$ cat src/rtl/flash_pkg.sv
// Shared encodings and default timing for the NOR flash access arbiter.
package flash_pkg;
  localparam int ADDR_W_DEF    = 22;
  localparam int DATA_W_DEF    = 16;
  localparam int WR_CYCLES_DEF = 24;
  localparam int RD_CYCLES_DEF = 16;
  localparam int CMD_HOLD_DEF  = 2;

  localparam logic [1:0] CMD_IDLE  = 2'd0;
  localparam logic [1:0] CMD_READ  = 2'd1;
  localparam logic [1:0] CMD_WRITE = 2'd2;

  localparam logic GNT_READ  = 1'b0;
  localparam logic GNT_WRITE = 1'b1;

  typedef enum logic [1:0] {
    ST_IDLE  = 2'd0,
    ST_ISSUE = 2'd1,
    ST_WAIT  = 2'd2,
    ST_DONE  = 2'd3
  } state_e;
endpackage

$ cat src/rtl/flash_rr_arbiter.sv
// Two-way round-robin between log writer and readback; grant only while en_i.
module flash_rr_arbiter
  import flash_pkg::*;
(
  input  logic CLK,
  input  logic RESET,
  input  logic en_i,
  input  logic wr_req_i,
  input  logic rd_req_i,
  output logic gnt_wr_o,
  output logic gnt_rd_o
);
  logic last_q;

  // On a tie the side that did not win last time goes first.
  assign gnt_wr_o = en_i && wr_req_i && (!rd_req_i || last_q == GNT_READ);
  assign gnt_rd_o = en_i && rd_req_i && (!wr_req_i || last_q == GNT_WRITE);

  always_ff @(posedge CLK or negedge RESET) begin
    if (!RESET)        last_q <= GNT_READ;
    else if (gnt_wr_o) last_q <= GNT_WRITE;
    else if (gnt_rd_o) last_q <= GNT_READ;
  end
endmodule

$ cat src/rtl/flash_access_arbiter.sv
// Sequences log writes and readback reads onto a NOR flash interface with
// fixed cycle windows, since the interface gives no completion indication.
module flash_access_arbiter
  import flash_pkg::*;
#(
  parameter int ADDR_W    = ADDR_W_DEF,
  parameter int DATA_W    = DATA_W_DEF,
  parameter int WR_CYCLES = WR_CYCLES_DEF,
  parameter int RD_CYCLES = RD_CYCLES_DEF,
  parameter int CMD_HOLD  = CMD_HOLD_DEF,
  parameter int LOG_BASE  = 0,
  parameter int LOG_DEPTH = 4096
) (
  input  logic              CLK,
  input  logic              RESET,
  input  logic              wr_req,
  input  logic [DATA_W-1:0] wr_data,
  output logic              wr_ack,
  output logic              wr_drop,
  input  logic              rd_req,
  input  logic [ADDR_W-1:0] rd_addr,
  output logic              rd_valid,
  output logic [DATA_W-1:0] rd_data,
  input  logic              ptr_clear,
  output logic [1:0]        flash_cmd,
  output logic [ADDR_W-1:0] flash_addr,
  output logic [DATA_W-1:0] flash_wdata,
  input  logic [DATA_W-1:0] flash_rdata,
  output logic [ADDR_W-1:0] wr_ptr,
  output logic              full,
  output logic              busy
);
  localparam int NMAX = (WR_CYCLES > RD_CYCLES) ? WR_CYCLES : RD_CYCLES;
  localparam int TW   = $clog2(NMAX + 2);
  localparam int CW   = ADDR_W + 1;

  state_e            state_q, state_d;
  logic [TW-1:0]     cnt_q, cnt_d;
  logic              op_wr_q, op_wr_d;
  logic [ADDR_W-1:0] addr_q, addr_d;
  logic [DATA_W-1:0] wdata_q, wdata_d;
  logic [DATA_W-1:0] rdata_q, rdata_d;
  logic [CW-1:0]     count_q, count_d;
  logic              clr_q, clr_d;
  logic              idle, gnt_wr, gnt_rd;
  logic [TW-1:0]     target;

  assign idle   = (state_q == ST_IDLE);
  assign full   = (count_q == CW'(LOG_DEPTH));
  assign wr_ptr = ADDR_W'(LOG_BASE) + count_q[ADDR_W-1:0];
  assign target = op_wr_q ? TW'(WR_CYCLES) : TW'(RD_CYCLES);

  flash_rr_arbiter u_arb (
    .CLK      (CLK),
    .RESET    (RESET),
    .en_i     (idle),
    .wr_req_i (wr_req && !full),
    .rd_req_i (rd_req),
    .gnt_wr_o (gnt_wr),
    .gnt_rd_o (gnt_rd)
  );

  // cnt_q holds the number of cycles elapsed since issue, starting at 1 in
  // the first ISSUE cycle, so the DONE cycle lands at t0+N+1.
  always_comb begin
    state_d = state_q;
    cnt_d   = cnt_q;
    op_wr_d = op_wr_q;
    addr_d  = addr_q;
    wdata_d = wdata_q;
    rdata_d = rdata_q;
    count_d = count_q;
    clr_d   = clr_q;
    unique case (state_q)
      ST_IDLE: begin
        if (ptr_clear) count_d = '0;
        if (gnt_wr) begin
          op_wr_d = 1'b1;
          addr_d  = wr_ptr;
          wdata_d = wr_data;
          cnt_d   = TW'(1);
          state_d = ST_ISSUE;
        end else if (gnt_rd) begin
          op_wr_d = 1'b0;
          addr_d  = rd_addr;
          cnt_d   = TW'(1);
          state_d = ST_ISSUE;
        end
      end
      ST_ISSUE: begin
        cnt_d = cnt_q + TW'(1);
        if (ptr_clear) clr_d = 1'b1;
        if (cnt_q == TW'(CMD_HOLD)) state_d = ST_WAIT;
      end
      ST_WAIT: begin
        cnt_d = cnt_q + TW'(1);
        if (ptr_clear) clr_d = 1'b1;
        if (cnt_q == target) begin
          state_d = ST_DONE;
          if (!op_wr_q) rdata_d = flash_rdata;
        end
      end
      ST_DONE: begin
        state_d = ST_IDLE;
        if (op_wr_q && !full) count_d = count_q + CW'(1);
        // A clear seen anywhere in the operation overrides the increment.
        if (clr_q || ptr_clear) count_d = '0;
        clr_d = 1'b0;
      end
      default: state_d = ST_IDLE;
    endcase
  end

  always_ff @(posedge CLK or negedge RESET) begin
    if (!RESET) begin
      state_q <= ST_IDLE;
      cnt_q   <= '0;
      op_wr_q <= 1'b0;
      addr_q  <= '0;
      wdata_q <= '0;
      rdata_q <= '0;
      count_q <= '0;
      clr_q   <= 1'b0;
    end else begin
      state_q <= state_d;
      cnt_q   <= cnt_d;
      op_wr_q <= op_wr_d;
      addr_q  <= addr_d;
      wdata_q <= wdata_d;
      rdata_q <= rdata_d;
      count_q <= count_d;
      clr_q   <= clr_d;
    end
  end

  assign busy        = !idle;
  assign flash_cmd   = (state_q == ST_ISSUE) ? (op_wr_q ? CMD_WRITE : CMD_READ) : CMD_IDLE;
  assign flash_addr  = addr_q;
  assign flash_wdata = wdata_q;
  assign rd_data     = rdata_q;
  assign wr_ack      = (state_q == ST_DONE) && op_wr_q;
  assign rd_valid    = (state_q == ST_DONE) && !op_wr_q;
  assign wr_drop     = idle && wr_req && full;
endmodule

$ cat config.mk
export PLATFORM = sky130hd
export DESIGN_NAME = flash_access_arbiter
export DESIGN_NICKNAME = d
export VERILOG_FILES = /design/src/rtl/flash_pkg.sv /design/src/rtl/flash_rr_arbiter.sv /design/src/rtl/flash_access_arbiter.sv
export SDC_FILE = /design/constraint.sdc
export NUM_CORES = 1
export LEC_CHECK = 0
export ABC_AREA = 1
export CAP_MARGIN = 40
export CORE_MARGIN = 4
export CORE_UTILIZATION = 30
export CTS_CLUSTER_SIZE = 25
export DETAILED_ROUTE_END_ITERATION = 8
export MAX_ROUTING_LAYER = met4
export SLEW_MARGIN = 20
export SYNTH_ARGS = -nofsm -noshare
export SYNTH_HDL_FRONTEND = slang
export SYNTH_SLANG_ARGS = --single-unit
$ cat constraint.sdc
create_clock -name CLK -period 2.3 [get_ports CLK]
set_input_delay 0.46 -clock CLK [delete_from_list [all_inputs] [get_ports CLK]]
set_output_delay 0.46 -clock CLK [all_outputs]
set_load 0.03 [all_outputs]
* Yosys cells after proc, flatten, opt, wreduce, memory -nomap -nowiden *
Index checks and enable logic that the tools add are counted.

cells by class
  add/sub/neg operators = 2
  equal/unequal tests = 12
  multiplexer cells = 21
  bitwise logic cells = 2
  reduce and logical (&&, ||, !) cells = 31

operators with widths
  cell                                                   number
  2-to-1 mux 23 bit                                      3
  case mux 23 bit (2 select lines)                       1
  2-to-1 mux 22 bit                                      2
  adder 23 x 1 -> 23 bit, second input constant          1
  equality test 23 x 13 -> 1 bit, second input constant  1
  2-to-1 mux 2 bit                                       6
  logical AND 1 bit                                      10
  2-to-1 mux 5 bit                                       2
  case mux 5 bit (2 select lines)                        1
  AND reduction 3 bit                                    3
  case mux 2 bit (4 select lines)                        1
  AND reduction 2 bit                                    4
  nonzero test 2 bit                                     4
  != test 2 bit, second input constant                   3
  adder 5 x 1 -> 5 bit, second input constant            1
  equality test 5 x 2 -> 1 bit, second input constant    1
  equality test 5 bit                                    1
  logical NOT 1 bit                                      5
  equality test 2 bit, second input constant             2
  2-to-1 mux 4 bit                                       1
  logical OR 1 bit                                       3
  2-to-1 mux 1 bit                                       3
  != test 3 x 1 -> 1 bit, second input constant          1
  != test 3 bit, second input constant                   1
  6 further kinds                                        7

storage, ports and cells
  register bits = 87
  input port bits = 59
  output and inout port bits = 83
  word-level logic and storage cells = 77

* Logic depth before layout (Yosys ltp) *
  word-level depth = 9
  depth in mapped cells = 13
  gate-level depth less buffers = 11

* Hierarchy *
From an unflattened synthesis, not the netlist that was laid out.

second synthesis, totals
  cell total of the unflattened synthesis = 608
  area total of the unflattened synthesis = 4827.1 um2

modules (own cells, without submodules)
  module                times used  cells each  area an instance (um2)  seq. area each (um2)
  flash_access_arbiter  1           597         4763.3                  2152.1
  flash_rr_arbiter      1           11          63.8                    25.0

* Worst setup path before layout *
Ideal clock, no wire load.

  path type = register -> output
  start = register count_q[0]
  end = output wr_drop
  data arrival time = 1.710 ns
  required time = 1.840 ns
  slack = 0.130 ns
  cell stages (with the launch flop) = 9
  buffers on the path = 2
  path through = dfrtp_1 > buf_2 > inv_1 > ha_1 > nand3_1 > nor2_1 > nand3_2 > clkbuf_1 > nor2_1

on the way
  longest elaborated chain between the ends = 2

ends and longest elaborated chain
  what                            RTL line                     RTL
  start: declaration              flash_access_arbiter.sv:43   logic [CW-1:0] count_q, count_d;
  start signal: assignment        flash_access_arbiter.sv:131  count_q <= count_d;
  equality test 23 x 13 -> 1 bit  flash_access_arbiter.sv:49   assign full = (count_q == CW'(LOG_DEPTH));
  logical AND 1 bit               flash_access_arbiter.sv:143  assign wr_drop = idle && wr_req && full;
  end: declaration                flash_access_arbiter.sv:19   output logic wr_drop,

No other way between the ends.

* Worst setup path after layout *
Ends and elaborated chain as after synthesis.

==> reports/results.tsv <==
metric	value	unit
cts_hold_buf	0	
dieWidth	138	um
critPathKind	reg -> out	
portBuffers	141	
required	1.84	ns
num_antenna_cells	0	
start_util	30.7	%
synth_cells	710	
arrival	1.72	ns
root_buffer	clkbuf_16	
cts.sinks	87	
irDropWorstVdd	0.000463	V
die_h	138	um
cap_viol_max_count	0	
p_leak	3.34	nW
synth.cell_area	5100	um2
ant_nets	0	
routed_wl	15400	um
cp-startpoint	count_q[0]$_DFFE_PN0P_	
timing.rr.start	count_q[0]$_DFFE_PN0P_	
slew_headroom	51.4	%
grt_pass1_vias	4782	
synth_nets	778	
seq_area_frac_synth	42.7	%
power.density	1010	nW/um2
synth.distinct_cells	30	
wl_per_cell	14.5	um
boundaryPins	142	
cts_buffer_depth	2	
tns	0	ns
cp_slowest_cell	dfrtp_1	
htreeDepth	3	
crit_chain	inv_1 > ha_1 > nand3_1 > nor2_2 > nand3_2 > nor2_1 > buf_4	
grtUsageTotal	16.7	%
syn_to_final_growth	36.8	%
grt-ovfl-total	0	
yosysWarnings	0	
drt_iter0_markers	258	
slew_violations	0	
grt_pass1_wl	25300	um
critPathMaxFanout	5	
max_freq	0.459	GHz
path_clk_slew	0.07	ns
drc_errors	0	
clk_latency	0.35	ns
antenna_found_initial	0	
max_stage_delay	0.43	ns
hold_viol	0	
avgSynthCellArea	7.19	um2
status	completed	
hold_class	in -> async	
setup_viol	0	
dpl.hpwl	11300	um
drive_above_1_share	9.86	%
rsz0062_at_grt	no	
cts-buffers-inserted	9	
firstDrtPassIters	5	
critPathLaunchType	register	
vias	4919	
end_kind	output pin	
ys_seq_elements	87	
grt_max_degree	43	
cts_tree	done	
fin_crit_sh	94.6	%
nNetsFinal	905	
tightest_slew	0.728	ns
via_per_inst	4.63	
fin_worst_skew	0.00694	ns
power	0.00704	W
floorplan.die_area	19200	um2
num_rows	47	
fin_crit	2.18	ns
core-area	16600	um2
place.gp.congestion	0.871	
## routing by layer
layer | up-vias | wire (um) | track usage (%)
li1 | 2459 | - | -
met1 | 2316 | 6960 | 20.9
met2 | 125 | 7440 | 27.0
met3 | 19 | 757 | 3.76
met4 | 0 | 266 | 5.04
met5 | - | 0 | -
## timing repair
action                                  CTS  global route
pin swaps                                 0             1
resized for setup                         4             5
endpoints found under the setup margin    4             3
buffers inserted                          0             1
## path summary, 6_finish.rpt
| check | to | slack (ns) | depth (start not counted) |
|---|---|---|---|
| worst min register to register | flash_wdata[9]$_DFFE_PN0P_ | 0.47 | 2 |
| worst max-delay path | wr_drop | 0.12 | 7 |
| worst min-delay path | flash_wdata[0]$_DFFE_PN0P_ | 0.11 | 1 |
| max in group asynchronous | rd_data[7]$_DFFE_PN0P_ | 1.54 | 2 |
| worst max register to register | count_q[16]$_DFFE_PN0P_ | 0.19 | 12 |
| min in group CLK | flash_wdata[9]$_DFFE_PN0P_ | 0.47 | 2 |
## layout make-up
class                      instances  area (um2)
clock buffer                      11         243
fill                            1707        9660
tap                              220         275
sequential                        87        2180
inverter                          45         169
multi-input combinational        525        2400
timing repair buffer             169        1650
clock inverter                     5        56.3
## worst max-delay path: cells and delay by family (launching register included)
family | cells | cell delay (ns)
DFF | 1 | 0.43
buffers and inverters | 2 | 0.28
adders and majority gates | 1 | 0.17
and+or+nand+nor | 4 | 0.49
## placed cells by master (no fill, tap or decap), types with 4 or more instances in the layout
master / instances
clkbuf_16: 9
dfrtp_1: 84
nand3_1: 83
buf_4: 28
inv_2: 4
nand4_1: 6
nand2_1: 301
mux2_2: 16
ha_1: 9
dlygate4sd2_1: 4
inv_1: 41
nor2_1: 71
o21ai_0: 6
nor4_1: 4
clkdlybuf4s50_1: 133
nor2_2: 4
## logic make-up after synthesis
group	after synthesis	synth area share (%)
and+or+nand+nor	482	39.0
buffers and inverters	98	10.3
DFF	87	42.7
muxes	16	3.53
AOI/OAI and AO/OA	14	1.69
adders and majority gates	9	2.21
xor gates and xnor gates	4	0.687
## state kept, by name, summed over array words and instances, names as in the netlist
signal and flops:
cnt_q 5, op_wr_q 1, clr_q 1, rd_data 16
state_q 2, count_q 23, flash_addr 22, flash_wdata 16
u_arb.last_q 1
## metrics by stage
stage | instance area (um2) | hold WS (ns) | worst slack, ns | utilization (%) | instances
after global routing | 6980 | 0.154 | 0.00219 | 41.9 | 1062
after global placement | 6670 | 0.453 | 0.212 | 40.1 | 1045
after detailed placement | 6670 | 0.457 | 0.224 | 40.1 | 1045
after CTS | 6960 | 0.125 | 0.000946 | 41.8 | 1061
after floorplan | 5100 | 0.164 | 0.130 | - | 710
final | 6980 | 0.108 | 0.123 | 41.9 | 1062
## Yosys cell counts
cell | number | area, um2
nand3b_1 | 1 | 7.51
clkbuf_2 | 1 | 5.00
nand3_2 | 3 | 30.0
nor2_2 | 3 | 18.8
and2_1 | 2 | 12.5
buf_2 | 12 | 60.1
buf_1 | 2 | 7.51
nor2_1 | 72 | 270
mux2_2 | 16 | 180
a21oi_1 | 2 | 10.0
a21oi_2 | 2 | 17.5
buf_4 | 25 | 188
inv_2 | 4 | 15.0
a31oi_1 | 1 | 6.26
xor2_1 | 2 | 17.5
xnor2_1 | 2 | 17.5
clkbuf_1 | 7 | 26.3
inv_1 | 41 | 154
nand3_1 | 83 | 415
buf_6 | 6 | 67.6
nor3_1 | 2 | 10.0
ha_1 | 9 | 113
nand2_1 | 301 | 1130
nand2_2 | 3 | 18.8
o21ai_0 | 6 | 30.0
o21bai_1 | 3 | 22.5
nand4_1 | 6 | 37.5
nor4_1 | 4 | 25.0
dfrtp_1 | 87 | 2180
or2_2 | 2 | 12.5
## power breakdown
group | internal, W | switching (W)
sequential | 0.00193 | 0.000262
combinational | 0.00127 | 0.00208
clock | 0.000872 | 0.000626
total | 0.00407 | 0.00297
(Power assumes the default switching activity.)
